==> src/rtl/bootrom_loader.sv <==
// Byte-stream loader for the boot/program RAM: assembles big-endian words,
// writes them to consecutive addresses, then reads back and compares sums.
module bootrom_loader #(
    parameter int DATA = 32,
    parameter int ADDR = 12
) (
    input  logic              clk,
    input  logic              rst_n,
    input  logic              start,
    input  logic [ADDR-1:0]   base_addr,
    input  logic [ADDR:0]     word_count,
    input  logic [7:0]        s_data,
    input  logic              s_valid,
    output logic              s_ready,
    output logic              mem_ce,
    output logic              mem_we,
    output logic [ADDR-1:0]   mem_addr,
    output logic [DATA-1:0]   mem_wdata,
    input  logic [DATA-1:0]   mem_rdata,
    output logic              busy,
    output logic              done,
    output logic              err,
    output logic [DATA-1:0]   checksum
);

    localparam int BYTES = DATA / 8;
    localparam int BCW = (BYTES > 1) ? $clog2(BYTES) : 1;
    localparam logic [BCW-1:0] LAST_BYTE = BCW'(BYTES - 1);
    localparam logic [ADDR:0] CONE = 1;
    localparam logic [ADDR-1:0] AONE = 1;

    typedef enum logic [2:0] {
        IDLE, FILL, WRITE, VRD, VCHK, FIN
    } state_t;

    state_t            state;
    logic [ADDR-1:0]   base_q;
    logic [ADDR-1:0]   addr_q;
    logic [ADDR:0]     count_q;
    logic [ADDR:0]     remain_q;
    logic [ADDR:0]     rd_cnt;
    logic [BCW-1:0]    byte_cnt;
    logic [DATA-1:0]   word_q;
    logic [DATA-1:0]   wsum;
    logic [DATA-1:0]   rsum;
    logic [DATA-1:0]   word_next;
    logic [DATA-1:0]   rsum_final;

    // New byte enters at the bottom, so the first byte ends up in the MSBs.
    assign word_next  = DATA'({word_q, s_data});
    assign rsum_final = rsum + mem_rdata;

    always_ff @(posedge clk) begin
        if (!rst_n) begin
            state     <= IDLE;
            s_ready   <= 1'b0;
            mem_ce    <= 1'b0;
            mem_we    <= 1'b0;
            mem_addr  <= '0;
            mem_wdata <= '0;
            busy      <= 1'b0;
            done      <= 1'b0;
            err       <= 1'b0;
            checksum  <= '0;
            base_q    <= '0;
            addr_q    <= '0;
            count_q   <= '0;
            remain_q  <= '0;
            rd_cnt    <= '0;
            byte_cnt  <= '0;
            word_q    <= '0;
            wsum      <= '0;
            rsum      <= '0;
        end else begin
            done <= 1'b0;
            unique case (state)
                IDLE: begin
                    if (start) begin
                        base_q   <= base_addr;
                        addr_q   <= base_addr;
                        count_q  <= word_count;
                        remain_q <= word_count;
                        wsum     <= '0;
                        rsum     <= '0;
                        err      <= 1'b0;
                        byte_cnt <= '0;
                        word_q   <= '0;
                        if (word_count == '0) begin
                            checksum <= '0;
                            done     <= 1'b1;
                            state    <= FIN;
                        end else begin
                            busy    <= 1'b1;
                            s_ready <= 1'b1;
                            state   <= FILL;
                        end
                    end
                end
                FILL: begin
                    if (s_valid && s_ready) begin
                        word_q <= word_next;
                        if (byte_cnt == LAST_BYTE) begin
                            byte_cnt  <= '0;
                            s_ready   <= 1'b0;
                            mem_ce    <= 1'b1;
                            mem_we    <= 1'b1;
                            mem_addr  <= addr_q;
                            mem_wdata <= word_next;
                            state     <= WRITE;
                        end else begin
                            byte_cnt <= byte_cnt + 1'b1;
                        end
                    end
                end
                WRITE: begin
                    wsum     <= wsum + mem_wdata;
                    mem_we   <= 1'b0;
                    remain_q <= remain_q - CONE;
                    if (remain_q != CONE) begin
                        addr_q  <= addr_q + AONE;
                        mem_ce  <= 1'b0;
                        s_ready <= 1'b1;
                        state   <= FILL;
                    end else begin
                        addr_q   <= base_q;
                        mem_addr <= base_q;
                        rd_cnt   <= CONE;
                        state    <= VRD;
                    end
                end
                VRD: begin
                    // Read data lags its address by one cycle.
                    if (rd_cnt != CONE) begin
                        rsum <= rsum + mem_rdata;
                    end
                    if (rd_cnt == count_q) begin
                        mem_ce <= 1'b0;
                        state  <= VCHK;
                    end else begin
                        mem_addr <= mem_addr + AONE;
                        rd_cnt   <= rd_cnt + CONE;
                    end
                end
                VCHK: begin
                    rsum     <= rsum_final;
                    err      <= (rsum_final != wsum);
                    checksum <= wsum;
                    done     <= 1'b1;
                    busy     <= 1'b0;
                    state    <= FIN;
                end
                FIN: begin
                    state <= IDLE;
                end
                default: begin
                    state <= IDLE;
                end
            endcase
        end
    end

endmodule

==> config.mk <==
export PLATFORM = sky130hd
export DESIGN_NAME = bootrom_loader
export DESIGN_NICKNAME = d
export VERILOG_FILES = /design/src/rtl/bootrom_loader.sv
export SDC_FILE = /design/constraint.sdc
export NUM_CORES = 1
export LEC_CHECK = 0
export ABC_AREA = 1
export ABC_CLOCK_PERIOD_IN_PS = 5100
export BUFFER_PORTS_ARGS = -buffer_cell sky130_fd_sc_hd__buf_2
export CAP_MARGIN = 20
export CORE_ASPECT_RATIO = 0.5
export CORE_MARGIN = 8
export CORE_UTILIZATION = 40
export DETAILED_ROUTE_END_ITERATION = 7
export PLACE_DENSITY = 0.69
export SYNTH_ARGS = -nofsm -noshare
export SYNTH_HDL_FRONTEND = slang
export SYNTH_SLANG_ARGS = --single-unit
==> constraint.sdc <==
create_clock -name clk -period 5.1 [get_ports clk]
set_input_delay 0.51 -clock clk [delete_from_list [all_inputs] [get_ports clk]]
set_output_delay 0.51 -clock clk [all_outputs]
set_load 0.05 [all_outputs]
Word level (Yosys, flattened, before mapping)
Index checks and enable logic that the tools add are counted.
{"block": "op_classes", "add_sub_neg": 7, "mul": 0, "div": 0, "magnitude_cmp": 0, "eq_ne": 19, "n_shift": 0, "muxes": 51, "bitwise_logic": 0, "reduce_logical": 25}
{"operator": "two-way mux 32 bit", "count": 4}
{"operator": "one-hot mux 32 bit (2 select lines)", "count": 2}
{"operator": "one-hot mux 32 bit (3 select lines)", "count": 1}
{"operator": "two-way mux 12 bit", "count": 6}
{"operator": "adder 32 bit", "count": 2}
{"operator": "one-hot mux 13 bit (2 select lines)", "count": 2}
{"operator": "one-hot mux 24 bit (2 select lines)", "count": 1}
{"operator": "two-way mux 13 bit", "count": 3}
{"operator": "one-hot mux 12 bit (3 select lines)", "count": 1}
{"operator": "!= test 32 bit", "count": 1}
{"operator": "!= test 13 x 1 -> 1 bit (second input constant)", "count": 2}
{"operator": "adder 12 x 1 -> 12 bit (second input constant)", "count": 2}
{"operator": "two-way mux 24 bit", "count": 1}
{"operator": "one-hot mux 12 bit (2 select lines)", "count": 1}
{"operator": "AND reduction 3 bit", "count": 7}
{"operator": "!= test 2 bit (second input constant)", "count": 10}
{"operator": "two-way mux 3 bit", "count": 5}
{"operator": "one-hot mux 3 bit (5 select lines)", "count": 1}
{"operator": "adder 13 x 1 -> 13 bit (second input constant)", "count": 1}
{"operator": "equality test 13 bit", "count": 1}
{"operator": "zero test 13 bit", "count": 1}
{"operator": "subtractor 13 x 1 -> 13 bit (second input constant)", "count": 1}
{"operator": "two-way mux 1 bit", "count": 12}
{"operator": "AND reduction 5 bit", "count": 2}
{"operator": "other kinds (16)", "count": 32}
{"block": "word_totals", "regBits": 238, "latchBits": 0, "ram_bits": 0, "romBits": 0, "in_bits": 69, "output_inout_bits": 82, "wordCells": 121, "n_memories": 0}

Longest topological paths before layout
{"block": "logic_depth", "ltp_word": 4, "depth_mapped": 21, "mapped_depth_nobuf": 21}

Least setup slack after synthesis
Ideal clock, no wire load.
{"block": "synth_timing", "kind": "input to register", "start": "in mem_rdata[0]", "end": "reg err", "setup_time_ns": 0.112, "arrival_ns": 2.320, "required_ns": 4.988, "path_slack_ns": 2.668, "stages": 17, "path_buffers": 0, "path_cell_list": "ha_1 > inv_1 > fa_1 > inv_1 > nand3_1 > nand2_2 > nand2_1 > nand2_1 > nand2_1 > nand2_1 > xor3_1 > nor2_1 > nand2_1 > nor2_1 > nand3_1 > nor2_1 > nor2_1"}
{"block": "synth_between", "elab_chain_cells": 3}
{"element": "start: declaration", "line_no": "19", "source": "input logic [DATA-1:0] mem_rdata,"}
{"element": "adder 32 bit", "line_no": "51", "source": "assign rsum_final = rsum + mem_rdata;"}
{"element": "!= test 32 bit", "line_no": "146", "source": "err <= (rsum_final != wsum);"}
{"element": "one-hot mux 1 bit (2 select lines)", "line_no": "76", "source": "unique case (state)"}
{"element": "end signal: assignment", "line_no": "146"}
{"element": "end: declaration", "line_no": "22", "source": "output logic err,"}
No other way between the ends.
A chain may end at the register's enable or synchronous reset.

Worst setup path in the final report
{"block": "layout_timing", "start": "reg state[0]", "end": "reg rsum[18]"}
{"block": "layout_between", "elab_chain_cells": 3, "elab_cells_between_ends": 8, "cone_classes": "4 x eq/ne; 1 x mux; 3 x reduce/logical"}
{"element": "start: declaration", "line_no": "36", "source": "state_t state;"}
{"element": "start signal: assignment", "line_no": "55", "source": "state <= IDLE;"}
{"element": "start signal: assignment", "line_no": "91", "source": "state <= FIN;"}
{"element": "start signal: assignment", "line_no": "95", "source": "state <= FILL;"}
{"element": "equality test 3 x 2 -> 1 bit (tied with other cells)", "line_no": "76"}
{"element": "!= test 2 bit (no source line) or nonzero test 3 bit (tied branches)"}
{"element": "AND reduction 3 bit (no source line)"}
{"element": "end signal: assignment", "line_no": "134", "source": "rsum <= rsum + mem_rdata;"}
{"element": "end signal: assignment", "line_no": "145", "source": "rsum <= rsum_final;"}
{"element": "end: declaration", "line_no": "45", "source": "logic [DATA-1:0] rsum;"}
Parallel ways exist; a longest one is shown, timed or not.

==> flow_summary.toml <==
[run_status]
status = "complete, no violations"

[clock_tree]
post_cts_resize_count = 0
numCtsBuffers = 25
clk_pin_slew_ns = 0.06
postCtsSetupBuffers = 0
cts_tree = "done"
postCtsHoldBufs = 0
root_buffer = "clkbuf_16"
cts_sinks = 238
clk_latency_ns = 0.55
ctsLongestPathBuffers = 3
htree_levels = 1

[die]
die_h_um = 152
std_cell_rows = 50
ioPinCount = 151
fp.dieW_um = 288
fp.dieArea_um2 = 43900
initial_core_util_pct = 40.1
core_area_um2 = 37000

[critical_path]
worst_path_most_repeated_cell = "inv_1"
crit_required_ns = 5.57
crit_chain = "inv_2, nor3_4, o21ai_0, inv_1, nand2_2, buf_4, nor2_4, inv_1, or2_1, a21oi_1"
cpPeakStageDelay_ns = 0.75
endpoint_kind = "flop"
crit_type = "flop to flop"
cp_slowest_cell = "nor2_4"
crit_path_start_kind = "flop"
crit_arrival_ns = 3.56
cp_max_fo = 33

[detailed_routing]
wl_per_cell_um = 17.8
via_per_inst = 5.35
ant_nets = 0
drc = 0
dr.pass1.iters = 5
vias = 15800
drt_iter0_markers = 1920
drt_wl_total_um = 52600

[sta]
tns_ns = 0
holdWs_ns = 0.218
setup_ws_ns = 2.00
rsz0062_at_grt = "false"
setup_viol = 0
max_freq_ghz = 0.323
maxSlewHeadroom_pct = 31.8
slew_violations = 0
finalCritPeriodShare_pct = 60.7
tightest_slew_ns = 1.02
skew_ns = 0.0160
finalCriticalPeriod_ns = 3.10
hold_viol = 0

[synth]
synth_cell_type_count = 60
synthFlopType = "dfxtp_1"
async_flop_share_pct = 0
yosysTopAreaCell = "dfxtp_1"
synth_area_leaders = "dfxtp_1 (32%), nand2_1 (18%), a21oi_1 (8.7%), inv_1 (6.7%), ha_1 (5.8%)"
syn_area_per_cell_um2 = 6.41
synth_fp_nets = 2455
synth_top_area_share_pct = 32.1
synth_area_um2 = 14800
yosysSeqAreaShare_pct = 32.1
ys_warn_count = 0
syn_inst = 2315
synth_edf_count = 0
synth-seq-cells = 238

[finish]
fin_nets = 2572
multi_input_area_um2 = 8680
n_fill_cell = 3826
drive_gt1_share_pct = 10.6
seqCellArea_um2 = 4760
stdcell_area_um2 = 16900
syn2layout_area_growth_pct = 13.5

[pwr]
pwr-share-clk_pct = 40.0
vdd_ir_drop_max_mv = 0.244
report.power.total_mw = 4.99
seqPwrFrac_pct = 40.8
sw_frac_of_total_pct = 32.4
power_frac_comb_pct = 19.2
power_density_nw_per_um2 = 296
p_leak_nw = 7.79
power_switching_mw = 1.62
p_int_mw = 3.37

[place]
place_congestion = 1.02
place_area_um2 = 16000
pre_cts_slack_ns = 2.05
portBuffers = 150
dp_hpwl_um = 40000

[flow_run]
cap_violations = 0

[global_routing]
antenna_found_initial = 2
grt_overflow = 0
grtUsageTotal_pct = 22.7
grt_pass1_vias = 13800
grt_max_degree = 112
grt_pass1_wl_um = 79900

[worst_hold_path]
hold_class = "input pin to flop"
state kept, by name, indices dropped and copies added (netlist names), 12 cells and up:
name / flops
remain_q: 13
addr_q: 12
word_q: 24
rsum: 32
mem_addr: 12
count_q: 13
base_q: 12
mem_wdata: 32
rd_cnt: 13
checksum: 32
wsum: 32
layer usage:
metal  wire length [um]  vias to the layer above  global-route usage, %
met5                  0                        -                      0
met4                998                        0                   4.27
met3               6600                       60                   6.07
met2              18700                      794                   28.1
met1              26300                     7124                   37.3
li1                   -                     7778                      -
stage by stage:
stage,instances,util (%)
floorplan,2315,-
global placement,2898,43.1
detailed placement,2898,43.1
CTS,2943,45.5
global route,2946,45.6
finish,2946,45.6
layout by cell type, fill, tap and decap left out, drive strengths merged, types with 5 or more instances in the layout:
cell | synthesis | final
o21ai | 122 | 122
or2 | 6 | 6
a211oi | 19 | 19
o221ai | 5 | 5
o21bai | 6 | 6
nor2 | 238 | 238
nand2 | 708 | 708
inv | 278 | 281
nand3 | 125 | 125
buf | 35 | 161
clkbuf | 36 | 28
dfxtp | 238 | 238
nand4 | 18 | 18
clkinvlp | 0 | 6
xor2 | 23 | 23
nand3b | 23 | 23
ha | 69 | 69
a31oi | 17 | 17
xnor2 | 7 | 7
clkinv | 1 | 5
nor3 | 25 | 25
nor4 | 10 | 10
a21oi | 258 | 258
a221oi | 7 | 7
o22ai | 10 | 10
a21o | 7 | 7
cells in the mapped netlist, types with 5 or more instances:
library cell and instances:
a211oi_1 18, a21o_1 7, a21oi_1 257, a221oi_1 7, a31oi_1 16, buf_2 24, buf_6 5, clkbuf_1 35
dfxtp_1 238, ha_1 69, inv_1 266, inv_2 10, nand2_1 695, nand2_2 11, nand3_1 121, nand3b_1 23
nand4_1 18, nor2_1 225, nor2_2 9, nor3_1 23, nor4_1 9, o21ai_0 118, o21bai_1 5, o221ai_1 5
o22ai_1 10, xnor2_1 7, xor2_1 23
layout make-up:
| type | instances | share of cell area [%] |
|---|---|---|
| inverters | 279 | 6.27 |
| flip-flops and latches | 238 | 28.3 |
| diodes | 2 | 0.0297 |
| repair buffers | 161 | 4.99 |
| well taps | 494 | 3.67 |
| clock buffers | 28 | 3.96 |
| clock inverters | 17 | 1.28 |
| multi-input cells | 1727 | 51.5 |
cells by family after synthesis:
group | Yosys count | synth area share, %
AND/OR/NAND/NOR | 1161 | 33.1
flip-flops | 238 | 32.1
buffers and inverters | 350 | 9.42
AO/OA/AOI/OAI | 461 | 16.9
XOR/XNOR | 34 | 2.39
adder cells (fa/ha/maj) | 71 | 6.09
worst max-delay path: cells and delay by family (launching register included):
kind,cells,cell delay [ns]
buffers and inverters,4,0.65
DFF,1,0.47
AOI/OAI and AO/OA,2,0.29
and+or+nand+nor,4,1.56
path summary, 6_finish.rpt:
check | startpoint | endpoint | slack [ns] | depth (start not counted)
max | state[0] | rsum[18] | 2.00 | 10
min | base_addr[2] | base_q[2] | 0.22 | 3
max reg2reg | state[0] | rsum[18] | 2.00 | 10
min reg2reg | checksum[18] | checksum[18] | 0.46 | 2
power by group through the flow:
| stage | Clock (mW) | Combinational [mW] | Sequential (mW) |
|---|---|---|---|
| after floorplan | 0 | 0.602 | 2.13 |
| after CTS | 2.03 | 0.939 | 2.03 |
| after global routing | 2.11 | 1.05 | 2.05 |
| final | 1.99 | 0.960 | 2.03 |
| after detailed placement | 0 | 0.933 | 2.07 |
| after global placement | 0 | 0.920 | 2.07 |
No activity file was read; power rests on OpenSTA's default activity.
